$ cat src/rtl/car_dash_ctrl.sv
// car_dash_ctrl: game-tick controller owning the obstacle board, car position and score
//   clk/rst          : clock, asynchronous active-high reset
//   start            : level, begins a new game from IDLE or DEAD
//   btn_left/right   : debounced move requests, latched between ticks
//   new_row          : obstacle row shifted into the far end of the board
//   move_result      : move unit result (3'b111 crash, else new column)
//   next_row/head_row: board rows 1 and 0, to the move unit
//   car_pos          : current car column
//   attempt_move     : 00 up, 10 left, 01 right
//   board            : flattened board, row r at [6r+5:6r]
//   alive/game_over  : game status, score: saturating survived ticks
module car_dash_ctrl #(
    parameter int ROWS     = 8,
    parameter int TICK_DIV = 25000000,
    parameter int INIT_POS = 2,
    parameter int SCORE_W  = 10
) (
    input  logic                clk,
    input  logic                rst,
    input  logic                start,
    input  logic                btn_left,
    input  logic                btn_right,
    input  logic [5:0]          new_row,
    input  logic [2:0]          move_result,
    output logic [5:0]          next_row,
    output logic [5:0]          head_row,
    output logic [2:0]          car_pos,
    output logic [1:0]          attempt_move,
    output logic [6*ROWS-1:0]   board,
    output logic                alive,
    output logic                game_over,
    output logic [SCORE_W-1:0]  score
);
    localparam int CW = $clog2(TICK_DIV);
    typedef enum logic [2:0] {IDLE, RUN, EVAL, CHECK, DEAD} state_t;
    state_t state;
    logic [CW-1:0] cnt;
    logic lat_l, lat_r, go_l, go_r, tick, crash;
    // a press in the very cycle the tick fires still counts
    assign go_l = lat_l | btn_left;
    assign go_r = lat_r | btn_right;
    assign tick = cnt == CW'(TICK_DIV - 1);
    // 6 never legitimately occurs, so it is treated as a crash too
    assign crash = &move_result[2:1];
    assign head_row = board[5:0];
    assign next_row = board[11:6];
    always_ff @(posedge clk or posedge rst) begin
        if (rst) begin
            state        <= IDLE;
            board        <= '0;
            car_pos      <= 3'(INIT_POS);
            score        <= '0;
            cnt          <= '0;
            lat_l        <= 1'b0;
            lat_r        <= 1'b0;
            attempt_move <= 2'b00;
            alive        <= 1'b0;
            game_over    <= 1'b0;
        end else begin
            case (state)
                IDLE, DEAD: if (start) begin
                    state        <= RUN;
                    board        <= '0;
                    car_pos      <= 3'(INIT_POS);
                    score        <= '0;
                    cnt          <= '0;
                    lat_l        <= 1'b0;
                    lat_r        <= 1'b0;
                    attempt_move <= 2'b00;
                    alive        <= 1'b1;
                    game_over    <= 1'b0;
                end
                RUN: if (tick) begin
                    state        <= EVAL;
                    cnt          <= '0;
                    attempt_move <= {go_l & ~go_r, go_r & ~go_l};
                    lat_l        <= 1'b0;
                    lat_r        <= 1'b0;
                end else begin
                    cnt   <= cnt + 1'b1;
                    lat_l <= go_l;
                    lat_r <= go_r;
                end
                EVAL: state <= CHECK;
                CHECK: begin
                    attempt_move <= 2'b00;
                    if (crash) begin
                        state     <= DEAD;
                        alive     <= 1'b0;
                        game_over <= 1'b1;
                    end else begin
                        state   <= RUN;
                        car_pos <= move_result;
                        board   <= {new_row, board[6*ROWS-1:6]};
                        score   <= score + {{(SCORE_W-1){1'b0}}, ~&score};
                    end
                end
                default: state <= IDLE;
            endcase
        end
    end
endmodule

$ cat config.mk
export PLATFORM = sky130hd
export DESIGN_NAME = car_dash_ctrl
export DESIGN_NICKNAME = d
export VERILOG_FILES = /design/src/rtl/car_dash_ctrl.sv
export SDC_FILE = /design/constraint.sdc
export NUM_CORES = 1
export LEC_CHECK = 0
export CAP_MARGIN = 15
export CORE_MARGIN = 10
export CORE_UTILIZATION = 43
export DETAILED_ROUTE_END_ITERATION = 10
export PLACE_DENSITY_LB_ADDON = 0.12
export SLEW_MARGIN = 10
export SYNTH_ARGS = -nofsm -noshare
export SYNTH_HDL_FRONTEND = slang
export SYNTH_SLANG_ARGS = --single-unit
$ cat constraint.sdc
create_clock -name clk -period 3.7 [get_ports clk]
set_clock_uncertainty 0.05 [all_clocks]
set_input_delay 0.74 -clock clk [delete_from_list [all_inputs] [get_ports clk]]
set_output_delay 0.74 -clock clk [all_outputs]
set_load 0.02 [all_outputs]
==> results of run 1 <==
layout by cell type, fill, tap and decap left out, types with 2 or more instances in the layout:
master / count
sky130_fd_sc_hd__nand2_1: 133
sky130_fd_sc_hd__dfrtp_1: 94
sky130_fd_sc_hd__clkdlybuf4s50_1: 90
sky130_fd_sc_hd__nand3_1: 61
sky130_fd_sc_hd__nor2_1: 29
sky130_fd_sc_hd__a31oi_1: 18
sky130_fd_sc_hd__a21oi_1: 15
sky130_fd_sc_hd__nand4_1: 10
sky130_fd_sc_hd__o21ai_0: 10
sky130_fd_sc_hd__clkbuf_8: 10
sky130_fd_sc_hd__and3_1: 8
sky130_fd_sc_hd__nand2b_1: 6
sky130_fd_sc_hd__nor4_1: 5
sky130_fd_sc_hd__xnor2_1: 5
sky130_fd_sc_hd__xor2_1: 5
sky130_fd_sc_hd__nor3_1: 4
sky130_fd_sc_hd__a21o_1: 4
sky130_fd_sc_hd__buf_4: 4
sky130_fd_sc_hd__inv_1: 3
sky130_fd_sc_hd__a22o_1: 3
sky130_fd_sc_hd__ha_1: 3
sky130_fd_sc_hd__nand2_2: 2
sky130_fd_sc_hd__nor4_4: 2
sky130_fd_sc_hd__and2_1: 2
sky130_fd_sc_hd__a211oi_1: 2
sky130_fd_sc_hd__o311ai_0: 2
sky130_fd_sc_hd__a221o_1: 2
sky130_fd_sc_hd__or3b_1: 2
sky130_fd_sc_hd__inv_6: 2
sky130_fd_sc_hd__buf_12: 2
metal layers:
| layer | GRT usage (%) | up-vias |
|---|---|---|
| met5 | 0 | - |
| li1 | - | 1823 |
| met4 | 4.492 | 0 |
| met2 | 22.68 | 87 |
| met3 | 5.280 | 7 |
| met1 | 19.19 | 1815 |
cells by family after synthesis:
group           after synthesis
simple gates                277
flops                        95
xor+xnor                     10
mux                           2
compound gates               62
fa+ha+maj                     3
buf+inv                      45
registers in the layout, summed over array words and instances, names as in the netlist:
| register | cells |
|---|---|
| score | 10 |
| board | 48 |
| cnt | 25 |
| game_over | 1 |
| attempt_move | 2 |
| state | 3 |
| lat_l | 1 |
| alive | 1 |
| car_pos | 3 |
| lat_r | 1 |
worst register-to-register path: stages (launching register included):
cell and delay (ns):
sky130_fd_sc_hd__dfrtp_1 0.43, sky130_fd_sc_hd__ha_1 0.26, sky130_fd_sc_hd__nand3_4 0.15, sky130_fd_sc_hd__nor2_1 0.11, sky130_fd_sc_hd__a41oi_4 0.51, sky130_fd_sc_hd__buf_4 0.42
sky130_fd_sc_hd__nand2_1 0.10, sky130_fd_sc_hd__o311ai_0 0.33
worst min-delay path by stage:
stage	startpoint	to	slack (ns)	depth (start not counted)
final	attempt_move[1]	attempt_move[1]	0.44	1
after global routing	attempt_move[1]	attempt_move[1]	0.48	1
after CTS	attempt_move[1]	attempt_move[1]	0.45	1
after detailed placement	attempt_move[1]	attempt_move[1]	0.42	1
after global placement	attempt_move[1]	attempt_move[1]	0.42	1
after floorplan	state[2]	state[1]	0.42	1
Yosys cell counts, types with 2 or more instances:
cell                       count  area, um2
sky130_fd_sc_hd__or3b_1        2      17.52
sky130_fd_sc_hd__a31oi_1      18      112.6
sky130_fd_sc_hd__and3_1        8      50.05
sky130_fd_sc_hd__nor3_1        4      20.02
sky130_fd_sc_hd__and2_1        2      12.51
sky130_fd_sc_hd__xnor2_1       5      43.79
sky130_fd_sc_hd__inv_1         4      15.01
sky130_fd_sc_hd__nand3_1      61      305.3
sky130_fd_sc_hd__buf_1        10      37.54
sky130_fd_sc_hd__a221o_1       2      20.02
sky130_fd_sc_hd__ha_1          3      37.54
sky130_fd_sc_hd__clkbuf_1      9      33.78
sky130_fd_sc_hd__nand2b_1      7      43.79
sky130_fd_sc_hd__nand4_1      10      62.56
sky130_fd_sc_hd__o21ai_0      10      50.05
sky130_fd_sc_hd__nor4_4        2      42.54
sky130_fd_sc_hd__xor2_1        5      43.79
sky130_fd_sc_hd__nand2_1     134      503.0
sky130_fd_sc_hd__nor4_1        5      31.28
sky130_fd_sc_hd__a21o_1        4      30.03
sky130_fd_sc_hd__nor2_1       29      108.9
sky130_fd_sc_hd__buf_2         4      20.02
sky130_fd_sc_hd__a211oi_1      2      15.01
sky130_fd_sc_hd__buf_6         3      33.78
sky130_fd_sc_hd__a21oi_1      16      80.08
sky130_fd_sc_hd__dfrtp_1      94       2352
sky130_fd_sc_hd__a22o_1        3      26.28
sky130_fd_sc_hd__o311ai_0      2      17.52
sky130_fd_sc_hd__buf_4        15      112.6
through the flow:
step	total power, mW	hold WS [ns]
detailed placement	3.456	0.4191
global route	4.449	0.4754
floorplan	2.769	0.4162
CTS	4.193	0.4459
global placement	3.416	0.4175
finish	4.144	0.4411
final cells by class:
class / instances / area share (%)
multi-input cells: 354 / 33.66
clock buffers: 10 / 2.436
repair buffers: 96 / 17.18
well taps: 136 / 3.012
clock inverters: 6 / 1.329
flip-flops and latches: 95 / 42.09
inverters: 4 / 0.2879
power by group through the flow:
stage / logic [mW] / registers (mW) / clock network (mW)
after floorplan: 0.924 / 1.85 / 0
after global placement: 1.73 / 1.68 / 0
after detailed placement: 1.77 / 1.69 / 0
after CTS: 1.77 / 1.67 / 0.747
after global routing: 1.92 / 1.73 / 0.797
final: 1.74 / 1.67 / 0.727
==> flow_summary.ini, run 1 <==
[grt]
globalRouteTotalUtil_pct = 14.77
pin_count_of_the_biggest_net_entering_global_routing = 63
global_route_wire_length_before_repair_mm = 18.29
vias_in_the_first_global_route = 3620
grt_overflow_total = 0
antenna_found_initial = 0

[floorplan]
top_level_ports = 91
die-height_um = 122.5
std_cell_rows = 37
area_of_the_placeable_core_um2 = 10280
starting_density_of_the_core_pct = 43.95
fp.dieArea_um2 = 15000
die_w_um = 122.5

[logic_synthesis]
synth_compound_gate_area_share_pct = 9.197
syn-instance-count = 494
synth-edff-count = 0
netlist-cell-type-count = 50
synth_ff_type = sky130_fd_sc_hd__dfrtp_1
synth.yosys.seq_area_share_pct = 52.66
synthesis.area_um2 = 4517
synth_warnings = 0
ys_seq_elements = 95
synthXorXnorAreaFrac_pct = 1.939
synth-simple-area-share_pct = 29.31
syn-num-nets = 511
synth_async_sr_flop_share_pct = 100.0
synth.avg_cell_area_um2 = 9.143
synth-adder-area-share_pct = 0.8310
combinational_family_with_the_most_area_after_synthesis = simple AND/OR/NAND/NOR gates
post_synth_mux_area_share_pct = 0.4709

[drt]
wl_per_cell_um = 15.62
drt-vias-per-instance = 5.324
met1Wirelength_mm = 4.913
final_antenna_net_count = 0
route.final.wire_length_mm = 10.95
wl_met2_mm = 5.058
drtPass1Iterations = 4
drtIter0Drc = 273
detailroute.wirelength.met3_um = 871
num_vias = 3732
highest-signal-layer = met4
remaining_drc_errors = 0

[power_and_ir_drop]
cellPowerDensity_nw_per_um2 = 733.3
vdd_ir_drop_max_v = 0.0004413
clock_network_fraction_of_total_power_pct = 17.5
netSwitchingPower_mw = 1.731
p_sw_share_pct = 41.77
cell_internal_pwr_mw = 2.413
combinationalPowerShare_pct = 42.1
pwr-share-seq_pct = 40.4
p_leak_nw = 2.617

[layout]
final_cell_area_um2 = 5650
final_util_pct = 54.98
multi_input_area_um2 = 1902
layout.filler_cells = 994
instances_no_fill = 701
area.sequential_um2 = 2379
design.final.nets = 577
post_route_cells_drive_above_1_share_pct = 7.080
antennaDiodeCount = 0
synthToLayoutAreaGrowth_pct = 25.10

[worst_hold_path]
min_path_type = register to register

[sta]
worst_slack_ns = 1.210
setup-tns-final_ns = 0
final-setup-viol-count = 0
max_freq_mhz = 401.5
drv_slew = 0
slew_of_the_pin_with_the_lowest_slew_margin_ns = 0.7261
unrepaired_setup_endpoints_after_global_routing = no
timing.final.crit_period_ns = 2.490
hold_violations = 0
max-slew-margin-rel_pct = 51.48
period_share_pct = 67.31

[placed_design]
placed_cells_incl_taps = 685
post-place-ws_ns = 1.208
post_dp_cell_area_um2 = 5438
buffer_ports.inserted = 90
detailedPlacementHpwl_mm = 7.576
gp_routability_congestion = 0.8005

[clocking]
cts_tree = yes
cts.htree.levels = 3
path_clk_slew_ns = 0.10
cts_buffer_count = 9
cts.hold.buffers_added = 0
post_cts_buffers = 0
cts_repair_resize_count = 0
worstSkewPairLatency_ns = 0.37
cts_max_path_buffers = 2
cts.sinks = 95
ctsRootBufferMaster = sky130_fd_sc_hd__clkbuf_8

[critical_path]
timing.critical_path.to_type = register
timing.critical_path.cells = ha_1, nand3_4, nor2_1, a41oi_4, buf_4, nand2_1, o311ai_0
cp_num_buf_inv = 1
timing.setup.critical_path_class = register to register
r2r_cells = 7
cpPeakStageDelay_ns = 0.51
r2r-end = cnt[10]
r2r-start = cnt[0]
worst-endpoint-required_ns = 3.88
crit_fanout = 32
r2r_setup_slack_ns = 1.21
setup.worst_path.start = cnt[0]
critical_path.startpoint_type = register
endpoint = cnt[10]
slowest_stage = sky130_fd_sc_hd__a41oi_4
critPathTopFamily = compound AO/OA/AOI/OAI gates
critPathArrivalTime_ns = 2.67
critical_path_depth = 7

[job]
max-cap-violations = 0

[outcome]
status = finished, final reports clean
Note: power is estimated with default switching activity, not from simulation.
==> run 2: changes to the inputs <==
==> constraint.sdc (replaced) <==
create_clock -name clk -period 2.12 [get_ports clk]
set_clock_uncertainty 0.05 [all_clocks]
set_input_delay 0.424 -clock clk [delete_from_list [all_inputs] [get_ports clk]]
set_output_delay 0.424 -clock clk [all_outputs]
set_load 0.02 [all_outputs]
==> run 2 against run 1 <==
- combinational power up 100%
- flip-flop and latch count unchanged
- maximum frequency up 22%
- sequential share of layout area down 1.8 points
- register-to-register slack worse by 1.1 ns
- clock-buffer cell count up 1
- worst setup slack worse by 1.1 ns
- critical path depth down 1
- routed wire length up 4.7%
- clock power up 72%
- critical endpoint is now cnt[20]
- largest power group unchanged
==> flow_summary.ini, run 2 (synthesis results as in run 1) <==
[outcome]
status = finished, final reports clean

[layout]
layout_common_cells = sky130_fd_sc_hd__nand2_1, sky130_fd_sc_hd__dfrtp_1, sky130_fd_sc_hd__clkdlybuf4s50_1, sky130_fd_sc_hd__nand3_1, sky130_fd_sc_hd__buf_4
synthToLayoutAreaGrowth_pct = 30.58
final_cell_area_um2 = 5898
largest_register_ffs = 48
regMostFlops = board
instances_no_fill = 731
reg.largest.list = board: 48 flops, cnt: 25 flops, score: 10 flops
mostFrequentLayoutCell = sky130_fd_sc_hd__nand2_1
post_route_cells_drive_above_1_share_pct = 11.76
design.final.nets = 607
antennaDiodeCount = 0
layout.filler_cells = 956
multi_input_area_um2 = 1904
area.sequential_um2 = 2379

[sta]
unrepaired_setup_endpoints_after_global_routing = yes
setup-tns-final_ns = 0
fin_worst_hold_slack_ns = 0.4444
hold_violations = 0
drv_slew = 0
max_freq_mhz = 490.4
slew_of_the_pin_with_the_lowest_slew_margin_ns = 0.5261
timing.final.crit_period_ns = 2.039
period_share_pct = 96.19
max-slew-margin-rel_pct = 64.92
final-setup-viol-count = 0

[critical_path]
slowest_stage = sky130_fd_sc_hd__dfrtp_1
cpPeakStageDelay_ns = 0.42
critPathArrivalTime_ns = 2.29
cp_num_buf_inv = 1
timing.setup.critical_path_class = register to register
critical_path.startpoint_type = register
timing.critical_path.cells = and4_2, and2_2, a41oi_4, buf_12, or3b_1, nand3_1
critical_path_depth = 6
r2r_cells = 6
crit_fanout = 19
critPathTopFamily = simple AND/OR/NAND/NOR gates
worst-endpoint-required_ns = 2.37
timing.critical_path.to_type = register

[floorplan]
fp.dieArea_um2 = 15000
area_of_the_placeable_core_um2 = 10280
starting_density_of_the_core_pct = 43.95
die_w_um = 122.5
top_level_ports = 91
std_cell_rows = 37
die-height_um = 122.5

[grt]
global_route_wire_length_before_repair_mm = 19.26
vias_in_the_first_global_route = 3944
antenna_found_initial = 0
globalRouteTotalUtil_pct = 15.64
pin_count_of_the_biggest_net_entering_global_routing = 96
grt_overflow_total = 0

[worst_hold_path]
holdPathStages = 1
min_path_type = register to register

[drt]
drtPass1Iterations = 5
wl_met2_mm = 5.271
route.final.wire_length_mm = 11.47
num_vias = 3916
final_antenna_net_count = 0
drtIter0Drc = 248
remaining_drc_errors = 0
detailroute.wirelength.met3_um = 876
wl_per_cell_um = 15.69
highest-signal-layer = met4
drt-vias-per-instance = 5.357
met1Wirelength_mm = 5.131

[clocking]
cts.sinks = 95
path_clk_slew_ns = 0.09
cts_buffer_count = 9
worstSkewPairLatency_ns = 0.36
ctsRootBufferMaster = sky130_fd_sc_hd__clkbuf_8
cts_tree = yes
cts.htree.levels = 3
cts_max_path_buffers = 2

[power_and_ir_drop]
vdd_ir_drop_max_v = 0.0006346
total_power_mw = 7.580
cellPowerDensity_nw_per_um2 = 1285
p_leak_nw = 2.770

[placed_design]
detailedPlacementHpwl_mm = 8.032
placed_cells_incl_taps = 713
post_dp_cell_area_um2 = 5675
gp_routability_congestion = 0.8413
buffer_ports.inserted = 90

[job]
max-cap-violations = 0
## run 2: changes by cell type in the layout (fill, tap and decap cells not counted), sizes merged
cell | before | now
buf | 6 | 36
clkbuf | 10 | 11
clkinv | 2 | 1
clkinvlp | 1 | 2
inv | 6 | 5
## run 2: layout make-up
type                       count  area share [%]
inverter                       4          0.3182
multi-input combinational    354           32.29
clock buffer                  11           2.397
sequential                    95           40.33
tap                          136           2.885
clock inverter                 5           1.082
timing repair buffer         126           20.70
## run 2: power by group
part           internal (mW)  switching, mW
combinational           1.57           1.96
sequential              2.35          0.461
clock                  0.589          0.656
total                   4.51           3.07
## run 2: metrics by stage
stage	util, %	setup slack, ns
finish	57.39	0.08070
global placement	55.22	0.09429
floorplan	-	0.2698
detailed placement	55.22	0.06618
CTS	57.22	0.06127
global route	57.39	-0.01505
## run 2: worst paths after layout
check / start / slack, ns / endpoint
max in group asynchronous: rst / 1.11 / car_pos[1]
worst min register to register: attempt_move[1] / 0.44 / attempt_move[1]
worst min-delay path: attempt_move[1] / 0.44 / attempt_move[1]
worst max-delay path: cnt[14] / 0.08 / cnt[20]
worst max register to register: cnt[14] / 0.08 / cnt[20]
min in group asynchronous: rst / 0.50 / cnt[17]
## run 2: what timing repair did
item | 4_1_cts | 5_1_grt
endpoints found under the setup margin | 0 | 13
endpoints found under the hold margin | 0 | 0
hold buffers | 0 | 0
setup buffers | 0 | 2
resized for setup | 0 | 1
## run 2: routing by layer
metal  vias to the layer above  GRT usage [%]
li1                       1887              -
met1                      1898          20.40
met2                       115          24.13
met3                        16          4.224
met4                         0          6.480
met5                         -              0
## run 2: worst register-to-register path: cells and delay by family, from the launching register on
kind / cells / cell delay [ns]
AND/OR/NAND/NOR: 4 / 0.92
flip-flops: 1 / 0.42
AO/OA/AOI/OAI: 1 / 0.39
buffers and inverters: 1 / 0.20
